**config.mk**
```make
export PLATFORM = sky130hd
export DESIGN_NAME = seg_scan_decoder
export DESIGN_NICKNAME = d
export VERILOG_FILES = /design/src/rtl/seg_scan_decoder.sv
export SDC_FILE = /design/constraint.sdc
export NUM_CORES = 1
export LEC_CHECK = 0
export BUFFER_PORTS_ARGS = -buffer_cell sky130_fd_sc_hd__buf_2
export CAP_MARGIN = 20
export CORE_ASPECT_RATIO = 1.2
export CORE_MARGIN = 5
export CORE_UTILIZATION = 35
export DETAILED_ROUTE_END_ITERATION = 8
export PLACE_DENSITY_LB_ADDON = 0.08
export SLEW_MARGIN = 20
export SYNTH_ARGS = -nofsm -noshare
export SYNTH_HDL_FRONTEND = slang
export SYNTH_SLANG_ARGS = --single-unit
```
**constraint.sdc**
```tcl
create_clock -name clk_in -period 5.1 [get_ports clk_in]
set_input_delay 0 -clock clk_in [delete_from_list [all_inputs] [get_ports clk_in]]
set_output_delay 0 -clock clk_in [all_outputs]
set_load 0.01 [all_outputs]
```
**src/rtl/seg_scan_decoder.sv**
```systemverilog
// Rebuilds the 32-bit hex word shown on a scanned 8-digit active-low seven-segment bus.
// Accept latency SYNC_STAGES+STABLE_CYCLES-1 after the bus settles; o_valid one cycle after the final digit; no backpressure.
module seg_scan_decoder #(
   parameter int SYNC_STAGES   = 2,
   parameter int STABLE_CYCLES = 4
) (
   input  logic        clk_in,
   input  logic        reset,
   input  logic [7:0]  i_seg,
   input  logic [7:0]  i_sel,
   output logic [31:0] o_value,
   output logic [7:0]  o_dp,
   output logic        o_valid,
   output logic        o_err
);
   localparam int CW = $clog2(STABLE_CYCLES + 1);
   localparam logic [CW-1:0] CNT_MAX = CW'(STABLE_CYCLES);
   localparam logic [CW-1:0] CNT_ONE = CW'(1);

   typedef enum logic {WAIT, HOLD} state_t;

   logic [7:0]    sel_sync [SYNC_STAGES];
   logic [7:0]    seg_sync [SYNC_STAGES];
   logic [7:0]    prev_sel, prev_seg, seen, dpsh;
   logic [31:0]   shadow;
   logic [CW-1:0] cnt, cnt_nxt;
   state_t        state;
   logic          done;

   logic [7:0] s_sel, s_seg, sel_a, seen_nxt;
   logic       legal, same, accept;
   logic [2:0] idx;
   logic [4:0] dec;

   // {valid, nibble} for an active-high gfedcba pattern
   function automatic logic [4:0] dec7(input logic [6:0] p);
      case (p)
         7'h3F: dec7 = 5'h10;  7'h06: dec7 = 5'h11;
         7'h5B: dec7 = 5'h12;  7'h4F: dec7 = 5'h13;
         7'h66: dec7 = 5'h14;  7'h6D: dec7 = 5'h15;
         7'h7D: dec7 = 5'h16;  7'h07: dec7 = 5'h17;
         7'h7F: dec7 = 5'h18;  7'h6F: dec7 = 5'h19;
         7'h77: dec7 = 5'h1A;  7'h7C: dec7 = 5'h1B;
         7'h39: dec7 = 5'h1C;  7'h5E: dec7 = 5'h1D;
         7'h79: dec7 = 5'h1E;  7'h71: dec7 = 5'h1F;
         default: dec7 = 5'h00;
      endcase
   endfunction

   always_comb begin
      s_sel   = sel_sync[SYNC_STAGES-1];
      s_seg   = seg_sync[SYNC_STAGES-1];
      sel_a   = ~s_sel;
      legal   = (sel_a != 8'd0) && ((sel_a & (sel_a - 8'd1)) == 8'd0);
      same    = (s_sel == prev_sel) && (s_seg == prev_seg);
      cnt_nxt = same ? ((cnt == CNT_MAX) ? cnt : cnt + CNT_ONE) : CNT_ONE;
      accept  = legal && (state == WAIT) && (cnt_nxt == CNT_MAX);
      dec     = dec7(~s_seg[6:0]);
      idx     = 3'd0;
      for (int i = 7; i >= 0; i--)
         if (sel_a[i]) idx = 3'(i);
      seen_nxt = seen | (8'd1 << idx);
   end

   always_ff @(posedge clk_in) begin
      if (reset) begin
         for (int i = 0; i < SYNC_STAGES; i++) begin
            sel_sync[i] <= 8'hFF;
            seg_sync[i] <= 8'hFF;
         end
         prev_sel <= 8'hFF;
         prev_seg <= 8'hFF;
         seen     <= 8'd0;
         dpsh     <= 8'd0;
         shadow   <= 32'd0;
         cnt      <= '0;
         state    <= WAIT;
         done     <= 1'b0;
         o_value  <= 32'd0;
         o_dp     <= 8'd0;
         o_valid  <= 1'b0;
         o_err    <= 1'b0;
      end else begin
         sel_sync[0] <= i_sel;
         seg_sync[0] <= i_seg;
         for (int i = 1; i < SYNC_STAGES; i++) begin
            sel_sync[i] <= sel_sync[i-1];
            seg_sync[i] <= seg_sync[i-1];
         end
         prev_sel <= s_sel;
         prev_seg <= s_seg;

         // publish the frame completed by the previous cycle's accept
         o_valid <= done;
         done    <= 1'b0;
         if (done) begin
            o_value <= shadow;
            o_dp    <= dpsh;
            seen    <= 8'd0;
         end

         if (!legal) begin
            cnt   <= '0;
            state <= WAIT;
         end else if (state == WAIT) begin
            cnt <= cnt_nxt;
            if (cnt_nxt == CNT_MAX) state <= HOLD;
         end else if (!same) begin
            cnt   <= CNT_ONE;
            state <= WAIT;
         end

         if (accept) begin
            if (dec[4]) begin
               shadow[{idx, 2'b00} +: 4] <= dec[3:0];
               dpsh[idx] <= ~s_seg[7];
               seen      <= seen_nxt;
               done      <= (seen_nxt == 8'hFF);
            end else begin
               o_err <= 1'b1;
            end
         end
      end
   end
endmodule

```
# Yosys cells after proc, flatten, opt, wreduce, memory -nomap -nowiden
# Memory sizes are Yosys's and may differ from the RTL's.
# Cells that the tools add are included.
dict set report word_totals {
  regBits 111
  ram_bits 32
  mem_count 2
  out_inout_bits 42
  in_bits 18
}
dict set report classes {
  shifts 3
  bitwise_logic 13
  n_reduce_logical 11
  n_lt_le_gt_ge 2
  n_eq_ne 22
  mux 30
  add_sub_neg 3
}
# memory words word_bits read_ports rd_clocked_by_memory_dff wr line_no
set mem_list {}
lappend mem_list {seg_sync 2 8 2 0 2 23} ;# logic [7:0] seg_sync [SYNC_STAGES];
lappend mem_list {sel_sync 2 8 2 0 2 22} ;# logic [7:0] sel_sync [SYNC_STAGES];
# op count
set ops {}
lappend ops {{== test 7 bit, second input constant} 12}
lappend ops {{one-hot mux 5 bit (16 select lines)} 1}
lappend ops {{two-way mux 8 bit} 7}
lappend ops {{two-way mux 3 bit} 12}
lappend ops {{bitwise mux 32 bit} 1}
lappend ops {{variable shift 4 x 7 -> 32 bit, first input constant} 1}
lappend ops {{indexed part select 4 x 7 -> 32 bit} 1}
lappend ops {{== test 8 bit} 2}
lappend ops {{== test 7 x 3 -> 1 bit, second input constant} 2}
lappend ops {{== test 7 x 6 -> 1 bit, second input constant} 2}
lappend ops {{AND 8 bit} 1}
lappend ops {{bitwise mux 8 bit} 1}
lappend ops {{== test 8 bit, second input constant} 1}
lappend ops {{zero test 8 bit} 1}
lappend ops {{NOT 8 bit} 1}
lappend ops {{bitwise OR 8 bit} 1}
lappend ops {{nonzero test 8 bit} 1}
lappend ops {{<< shifter 1 x 3 -> 8 bit, first input constant} 1}
lappend ops {{subtractor 8 x 1 -> 8 bit, second input constant} 1}
lappend ops {{two-way mux 1 bit} 7}
lappend ops {{negation 5 -> 7 bit} 1}
lappend ops {{NOT 7 bit} 1}
lappend ops {{== test 3 bit, second input constant} 2}
lappend ops {{logical AND 1 bit} 5}
lappend ops {{10 further kinds} 18}

# Longest topological paths before layout
# Gate-level depths: netlist (run 1).
dict set report logic_depth {
  word_depth 14
  ltp_mapped 12
  ltp_nobuf 10
}

# Worst setup path after synthesis (run 1)
# Ideal clock, no wire load.
dict set report synth_path {
  path_kind {reg2reg}
  start {memory sel_sync[1][0] (netlist: sel_sync[0][8])}
  end {register shadow[16]}
  setup_time_ns 0.074
  stages_incl_launch_ff 12
  arrival_time_ns 2.851
  setup_slack_ns 2.175
  period_less_slack_ns 2.925
  n_path_buf 3
  path_cell_list {dfxtp_1 > clkbuf_1 > o21ai_0 > a21o_1 > buf_2 > ha_1 > ha_1 > clkbuf_1 > nand2b_1 > or4_1 > nor4_4 > mux2i_1}
}
# element line_no
set synth_rtl {}
lappend synth_rtl {{start, declared} 22}
lappend synth_rtl {{end signal, assigned by index} 115} ;# shadow[{idx, 2'b00} +: 4] <= dec[3:0];
lappend synth_rtl {{end, declared} 25} ;# logic [31:0] shadow;

==> results of run 1 <==
[worst max-delay path: cells and delay by family (launching register included)]
kind / cells / cell delay [ps]
buffers and inverters: 1 / 120
flip-flops: 1 / 530
multiplexers: 1 / 240
AND/OR/NAND/NOR: 3 / 970
adder cells (fa/ha/maj): 2 / 560
AO/OA/AOI/OAI: 2 / 680
[cell usage in the layout, fill, tap and decap left out, types with 4 or more instances in the layout]
master / n
a21oi_1: 11
buf_4: 5
nor4b_1: 6
a311o_1: 4
nand2_1: 35
dlygate4sd3_1: 16
nor4_4: 4
o21ai_0: 7
or2_2: 46
clkbuf_16: 17
nor4_2: 4
nor3_1: 8
and2_1: 4
nor2_1: 61
a21o_1: 6
xnor2_1: 17
nor2b_1: 12
and3_1: 5
dfxtp_1: 142
buf_2: 58
a41oi_1: 4
nand2b_1: 32
nor3b_1: 4
nor4_1: 10
ha_1: 8
nand4_1: 7
mux2i_1: 74
inv_1: 12
nand3_1: 14
[cell usage after synthesis (all sizes together), types with 3 or more instances]
library cell,count
nor2b,13
nand3,14
or2,46
nor4,18
a211o,3
a21o,6
a31oi,3
and3b,3
nand2,36
buf,22
a21oi,11
o21ai,7
o31a,3
clkbuf,24
a41oi,4
ha,8
and2,4
nor3b,4
o31ai,3
xnor2,17
nand2b,32
nand4,7
dfxtp,143
or3,3
and3,5
inv,12
nor3,11
nor2,61
mux2i,74
nor4b,8
a311o,4
[per-layer routing]
metal / up-vias / track usage, %
li1: 2288 / -
met1: 2118 / 16.5
met2: 87 / 23.5
met3: 13 / 3.81
met4: 0 / 5.19
met5: - / 0
[how the worst max path moves through the flow]
stage	to	startpoint	slack (ps)
detailed placement	shadow[24]	sel_sync[0][9]	1970
CTS	shadow[25]	sel_sync[0][9]	1930
global placement	shadow[16]	sel_sync[0][9]	2070
finish	shadow[16]	sel_sync[0][9]	1910
floorplan	shadow[16]	sel_sync[0][8]	2180
global route	shadow[24]	sel_sync[0][9]	1650
[flip-flops by register name, indices dropped and copies added, names as in the netlist]
name / count
prev_sel: 8
seen: 8
prev_seg: 8
sel_sync: 16
cnt: 3
dpsh: 8
seg_sync: 16
o_err: 1
o_valid: 1
shadow: 32
o_value: 32
done: 1
state: 1
o_dp: 8
[logic make-up (layout without fill, tap and decap cells)]
group,count (synthesis),count (layout)
adders and majority gates,8,8
AOI/OAI and AO/OA,59,59
xor gates and xnor gates,19,19
and+or+nand+nor,272,272
muxes,76,76
DFF,143,143
buffers and inverters,58,120
[where the power goes]
group | internal, µW | leakage, µW | total [µW] | switching [µW]
combinational | 65.3 | 0.00137 | 160 | 94.4
clock | 696 | 0.000256 | 1140 | 440
sequential | 1130 | 0.00116 | 1150 | 17.7
total | 1900 | 0.00279 | 2450 | 553
[final cells by class]
| cell class | count | area, µm² |
|---|---|---|
| fillers | 1734 | 10200 |
| multi-input cells | 434 | 3100 |
| flip-flops and latches | 143 | 2860 |
| repair buffers | 80 | 508 |
| clock buffers | 22 | 474 |
| well taps | 220 | 275 |
| clock inverters | 6 | 62.6 |
| inverters | 12 | 45.0 |
[metrics by stage]
| stage | hold slack [ps] | setup slack [ps] |
|---|---|---|
| after floorplan | 104 | 2180 |
| after detailed placement | 184 | 1970 |
| after global routing | 60.1 | 1650 |
| after global placement | 183 | 2070 |
| final | 48.5 | 1910 |
| after CTS | 32.0 | 1930 |
==> flow_summary.yaml, run 1 <==
detailed_routing:
  ant_nets: 0
  drt_iter0_drc: 179
  dr.max_layer_used: "met4"
  drc: 0
  vias: 4506
  wirelength_mm: 13.8
  wl_met2_mm: 6.80
  met1Wirelength_mm: 6.22
  route.met3.wl_um: 521
  wl_per_cell_um: 15.0
  dr.pass1.iters: 4
  viasPerCell: 4.91
global_route:
  antenna_found_initial: 0
  grt_max_degree: 89
  grt_use_total_pct: 13.7
  grt_overflow: 0
  grt_first_pass_wirelength_mm: 22.9
  grt_pass1_vias: 4363
logic_synthesis:
  ys.flop_type: "dfxtp_1"
  yosysSeqAreaShare_pct: 45.9
  netlist.top_cell.by_area: "dfxtp_1"
  async_reset_ff_share_pct: 0
  synth-simple-area-share_pct: 26.2
  synth_fa_ha_area_share_pct: 1.61
  synth_seq_cells: 143
  syn_area_mm2: 0.00623
  synth_cell_types: 60
  yosysWarnings: 0
  synth_top_family_by_area: "simple AND/OR/NAND/NOR gates"
  synth_fp_nets: 661
  synthXorXnorAreaFrac_pct: 2.67
  synth_mux_area_share_pct: 12.2
  synth.avg_cell_area_um2: 9.81
  synth_edf_count: 0
  synth_top_area_share_pct: 45.9
  synth_area_leaders: "dfxtp_1, mux2i_1, or2_2"
  synth_cells: 635
  synth_compound_area_share_pct: 6.91
clocking:
  htree_levels: 4
  ctsResizeCount: 0
  clockBufferDepth: 2
  clk_latency_ps: 410
  numCtsBuffers: 17
  clockRootBuffer: "clkbuf_16"
  post_cts_buffers: 0
  clk_pin_slew_ps: 60
  cts_hold_buf: 16
  cts_tree: "yes"
  cts.sinks: 143
worst_setup_path:
  required_ps: 5430
  cp.arrival_ps: 3520
  crit_top_cell: "ha_1"
  crit_chain: "inv_1, o21ai_0, a21o_1, ha_1, ha_1, nand2b_1, or4_1, nor4_4, mux2i_1"
  path_class: "reg -> reg"
  critPathMaxStageDelay_ps: 530
  startpoint_type: "flop"
  timing.rr.end: "shadow[16]"
  cp-end-kind: "flop"
  reg2reg_slack_ps: 1910
  cp_slowest_cell: "dfxtp_1"
  r2r-start: "sel_sync[0][9]"
  cp_max_fo: 12
  worstRegToRegCells: 9
pwr:
  p_leak_uw: 0.00279
  powerDensity_mw_per_mm2: 334
  vdd_drop_max_v: 0.000200
  p_total_uw: 2450
timing:
  maxSlewHeadroom_pct: 38.3
  fin_crit_ps: 3190
  hold_violations: 0
  clock_skew_ps: 8.45
  finalSetupTns_ps: 0
  setup_viol: 0
  rsz0062_at_grt: "no"
  tightest_slew_ps: 921
  drv_slew: 0
  fin_crit_sh_pct: 62.6
  max_freq_mhz: 313
floorplan:
  dieHeight_um: 156
  io_pins: 60
  initial_core_util_pct: 35.6
  fp-row-count: 53
  fp.dieW_um: 132
  dieArea_mm2: 0.0206
  core_mm2: 0.0175
place:
  gp_congestion: 0.826
  port_buffers: 59
  dp_hpwl_mm: 9.38
  placed_cells: 872
  placed_area_mm2: 0.00661
layout:
  area_growth_pct: 17.6
  final_cells: 917
  diodes: 0
  drive_gt1_share_pct: 22.2
  final_nets: 714
  utilization_pct: 41.9
  final_area_mm2: 0.00733
min_path:
  min_path_type: "in -> reg"
  min_from: "reset"
  min_to: "o_value[2]"
  whs_path_depth: 2
outcome:
  status: "complete, no violations"
flow_run:
  maxCapViolations: 0
Note: power is estimated with default switching activity, not from simulation.
==> run 2: changes to the inputs <==
--- a/config.mk
+++ b/config.mk
@@ -5,6 +5,7 @@
 export SDC_FILE = /design/constraint.sdc
 export NUM_CORES = 1
 export LEC_CHECK = 0
+export ABC_AREA = 1
 export BUFFER_PORTS_ARGS = -buffer_cell sky130_fd_sc_hd__buf_2
 export CAP_MARGIN = 20
 export CORE_ASPECT_RATIO = 1.2
==> constraint.sdc (replaced) <==
create_clock -name clk_in -period 3.1 [get_ports clk_in]
set_input_delay 0 -clock clk_in [delete_from_list [all_inputs] [get_ports clk_in]]
set_output_delay 0 -clock clk_in [all_outputs]
set_load 0.01 [all_outputs]
==> run 2 against run 1 <==
Final cell count rose by 29%. Via count rose by 24%. Largest cell class unchanged. Synthesized area increased by 0.92%. First-iteration DRC count increased by 73%. Global-route usage grew 1.8 points. Design area rose by 2.2%. Die area increased by 0.86%. Core utilization rose by 0.75 points. Combinational power grew 140%. Clock power rose by 66%. Flip-flop and latch count unchanged. Setup slack worse by 1600 ps. Critical endpoint is now shadow[8].
==> flow_summary.yaml, run 2 <==
layout:
  layout_commonest_cell: "nand2_1"
  area_growth_pct: 19.0
  layout_common_cells: "nand2_1, nor2_1, dfxtp_1, buf_2"
  utilization_pct: 42.6
  largestRegisters: "o_value: 32 flops, shadow: 32 flops"
  drive_gt1_share_pct: 16.9
  nFillCells: 1842
  diodes: 0
  final_nets: 973
global_route:
  met1_usage_pct: 19.1
  top_usage_layer: "met2"
  grt.met2_usage_pct: 26.7
  antenna_found_initial: 0
  globalRouteMet3Util_pct: 3.63
  grt_use_total_pct: 15.5
  grt_overflow: 0
  grt_first_pass_wirelength_mm: 26.3
  grt_max_degree: 73
  grt_pass1_vias: 5369
pwr:
  powerDensity_mw_per_mm2: 555
  internal-power_uw: 3070
  vdd_drop_max_v: 0.000361
  p_sw_share_pct: 26.0
  share_comb_of_total_power_pct: 9.1
  p_leak_uw: 0.00351
  pwr-share-clk_pct: 45.6
  seqPwrFrac_pct: 45.3
  switchingPower_uw: 1080
timing:
  drv_slew: 0
  max_freq_mhz: 363
  maxSlewHeadroom_pct: 39.9
  rsz0062_at_grt: "no"
  fin_crit_sh_pct: 88.9
  setup_viol: 0
  fin_crit_ps: 2760
  hold_violations: 0
  clock_skew_ps: 7.08
  hold_slack_ps: 209
  finalSetupTns_ps: 0
  tightest_slew_ps: 896
worst_setup_path:
  startpoint_type: "flop"
  r2r-start: "sel_sync[0][13]"
  required_ps: 3450
  reg2reg_slack_ps: 340
  cp.arrival_ps: 3110
  cp_max_fo: 9
  path_class: "reg -> reg"
  worstRegToRegCells: 15
  timing.rr.end: "shadow[8]"
  cp-end-kind: "flop"
place:
  dp_hpwl_mm: 10.9
  gp_congestion: 0.861
  port_buffers: 59
clocking:
  clk_pin_slew_ps: 60
  cts.sinks: 143
  numCtsBuffers: 17
  clk_latency_ps: 420
  clockBufferDepth: 2
  clockRootBuffer: "clkbuf_16"
  htree_levels: 4
  cts_tree: "yes"
logic_synthesis:
  async_reset_ff_share_pct: 0
  yosysSeqAreaShare_pct: 45.5
  netlist.top_cell.by_area: "dfxtp_1"
  synth_edf_count: 0
  synth_common_cells: "nand2_1, nor2_1, dfxtp_1, inv_1, nand3_1"
  syn_area_mm2: 0.00629
  synth_fp_nets: 906
  synth_cells: 880
  synth_cell_types: 36
  yosysWarnings: 0
  synth_top_area_share_pct: 45.5
  synth_seq_cells: 143
  synth.avg_cell_area_um2: 7.15
  synth_area_leaders: "dfxtp_1, nand2_1, nor2_1"
  yosysMostFrequentCell: "nand2_1"
  ys.flop_type: "dfxtp_1"
floorplan:
  dieHeight_um: 157
  core_mm2: 0.0176
  fp.dieW_um: 132
  dieArea_mm2: 0.0208
  initial_core_util_pct: 35.8
  fp-row-count: 53
  io_pins: 60
min_path:
  min_path_type: "in -> reg"
  whs_path_depth: 3
  min_to: "o_err"
  min_from: "reset"
detailed_routing:
  dr.pass1.iters: 5
  ant_nets: 0
  drc: 0
  viasPerCell: 4.75
  wirelength_mm: 15.6
  vias: 5609
  drt_iter0_drc: 309
  wl_per_cell_um: 13.2
outcome:
  status: "complete, no violations"
flow_run:
  maxCapViolations: 0
==> run 2: cell types whose count changed after synthesis, sizes merged, moves of 11 or more <==
cell    previous run  this run
a21oi             11        52
inv               12        65
mux2i             74         0
nand2             36       186
nand2b            32         0
nand3             14        58
nand4              7        30
nor2              61       178
nor2b             13         0
nor4              18         0
o21ai              7        50
or2               46        35
==> run 2: critical path: stages, from the launching register on <==
cell     delay [ps]
dfxtp_1         470
nand2_1         170
inv_2            80
nand2_1          60
a21oi_2         150
inv_1            90
ha_1            210
ha_1            290
nor2_1          200
inv_1            90
nor2_1          300
buf_4           200
nand3_1          60
nor2_1           90
nand3_1          80
a21oi_1         140
==> run 2: through the flow <==
step                      setup slack (ps)  power [µW]  std cells  cell area [µm²]
after floorplan                        560        2190        880             6290
after global placement                 402        2290       1132             6770
after detailed placement               325        2290       1132             6770
after CTS                              329        4230       1180             7490
after global routing                  18.9        4350       1180             7490
final                                  344        4150       1180             7490
==> run 2: how the worst max path moves through the flow <==
stage / startpoint / end / slack [ps] / depth (start not counted)
final: sel_sync[0][13] / shadow[8] / 340 / 15
after global routing: sel_sync[0][13] / shadow[8] / 20 / 15
after CTS: sel_sync[0][13] / shadow[8] / 330 / 15
after detailed placement: sel_sync[0][13] / shadow[8] / 330 / 15
after global placement: sel_sync[0][13] / shadow[8] / 400 / 15
after floorplan: sel_sync[0][13] / shadow[10] / 560 / 14
==> run 2: logic make-up after synthesis <==
logic type                 count (synthesis)  synth area share, %
adders and majority gates                  8                 1.59
AOI/OAI and AO/OA                        110                 9.37
xor gates and xnor gates                  11                 1.53
and+or+nand+nor                          500                 35.0
buffers and inverters                    108                 7.02
DFF                                      143                 45.5
==> run 2: area by class of cell <==
cell class                      instances  area (µm²)  area share, %
Sequential cell                       143        2860           38.2
Inverter                               67         251           3.36
Clock buffer                           21         470           6.28
Timing Repair Buffer                   89         561           7.49
Clock inverter                         11        81.3           1.09
Multi-Input combinational cell        629        2980           39.9
Tap cell                              220         275           3.68
==> run 2: routing by layer <==
layer	wire, µm	part of all wire (%)
met1	7070	45
met2	7630	49
met3	612	3.9
met4	297	1.9
met5	0	0
==> run 2: repair_timing <==
item	4_1_cts	5_1_grt
buffers inserted	0	0
hold buffers	16	0
hold endpoints to repair	16	0
resized for setup	0	0
endpoints found under the setup margin	0	0
==> run 2: power by group through the flow <==
| stage | Sequential, µW | Combinational [µW] | Clock [µW] |
|---|---|---|---|
| after floorplan | 1920 | 269 | 0 |
| after CTS | 1880 | 380 | 1960 |
| final | 1880 | 377 | 1890 |
| after global placement | 1920 | 364 | 0 |
| after detailed placement | 1920 | 363 | 0 |
| after global routing | 1890 | 427 | 2030 |
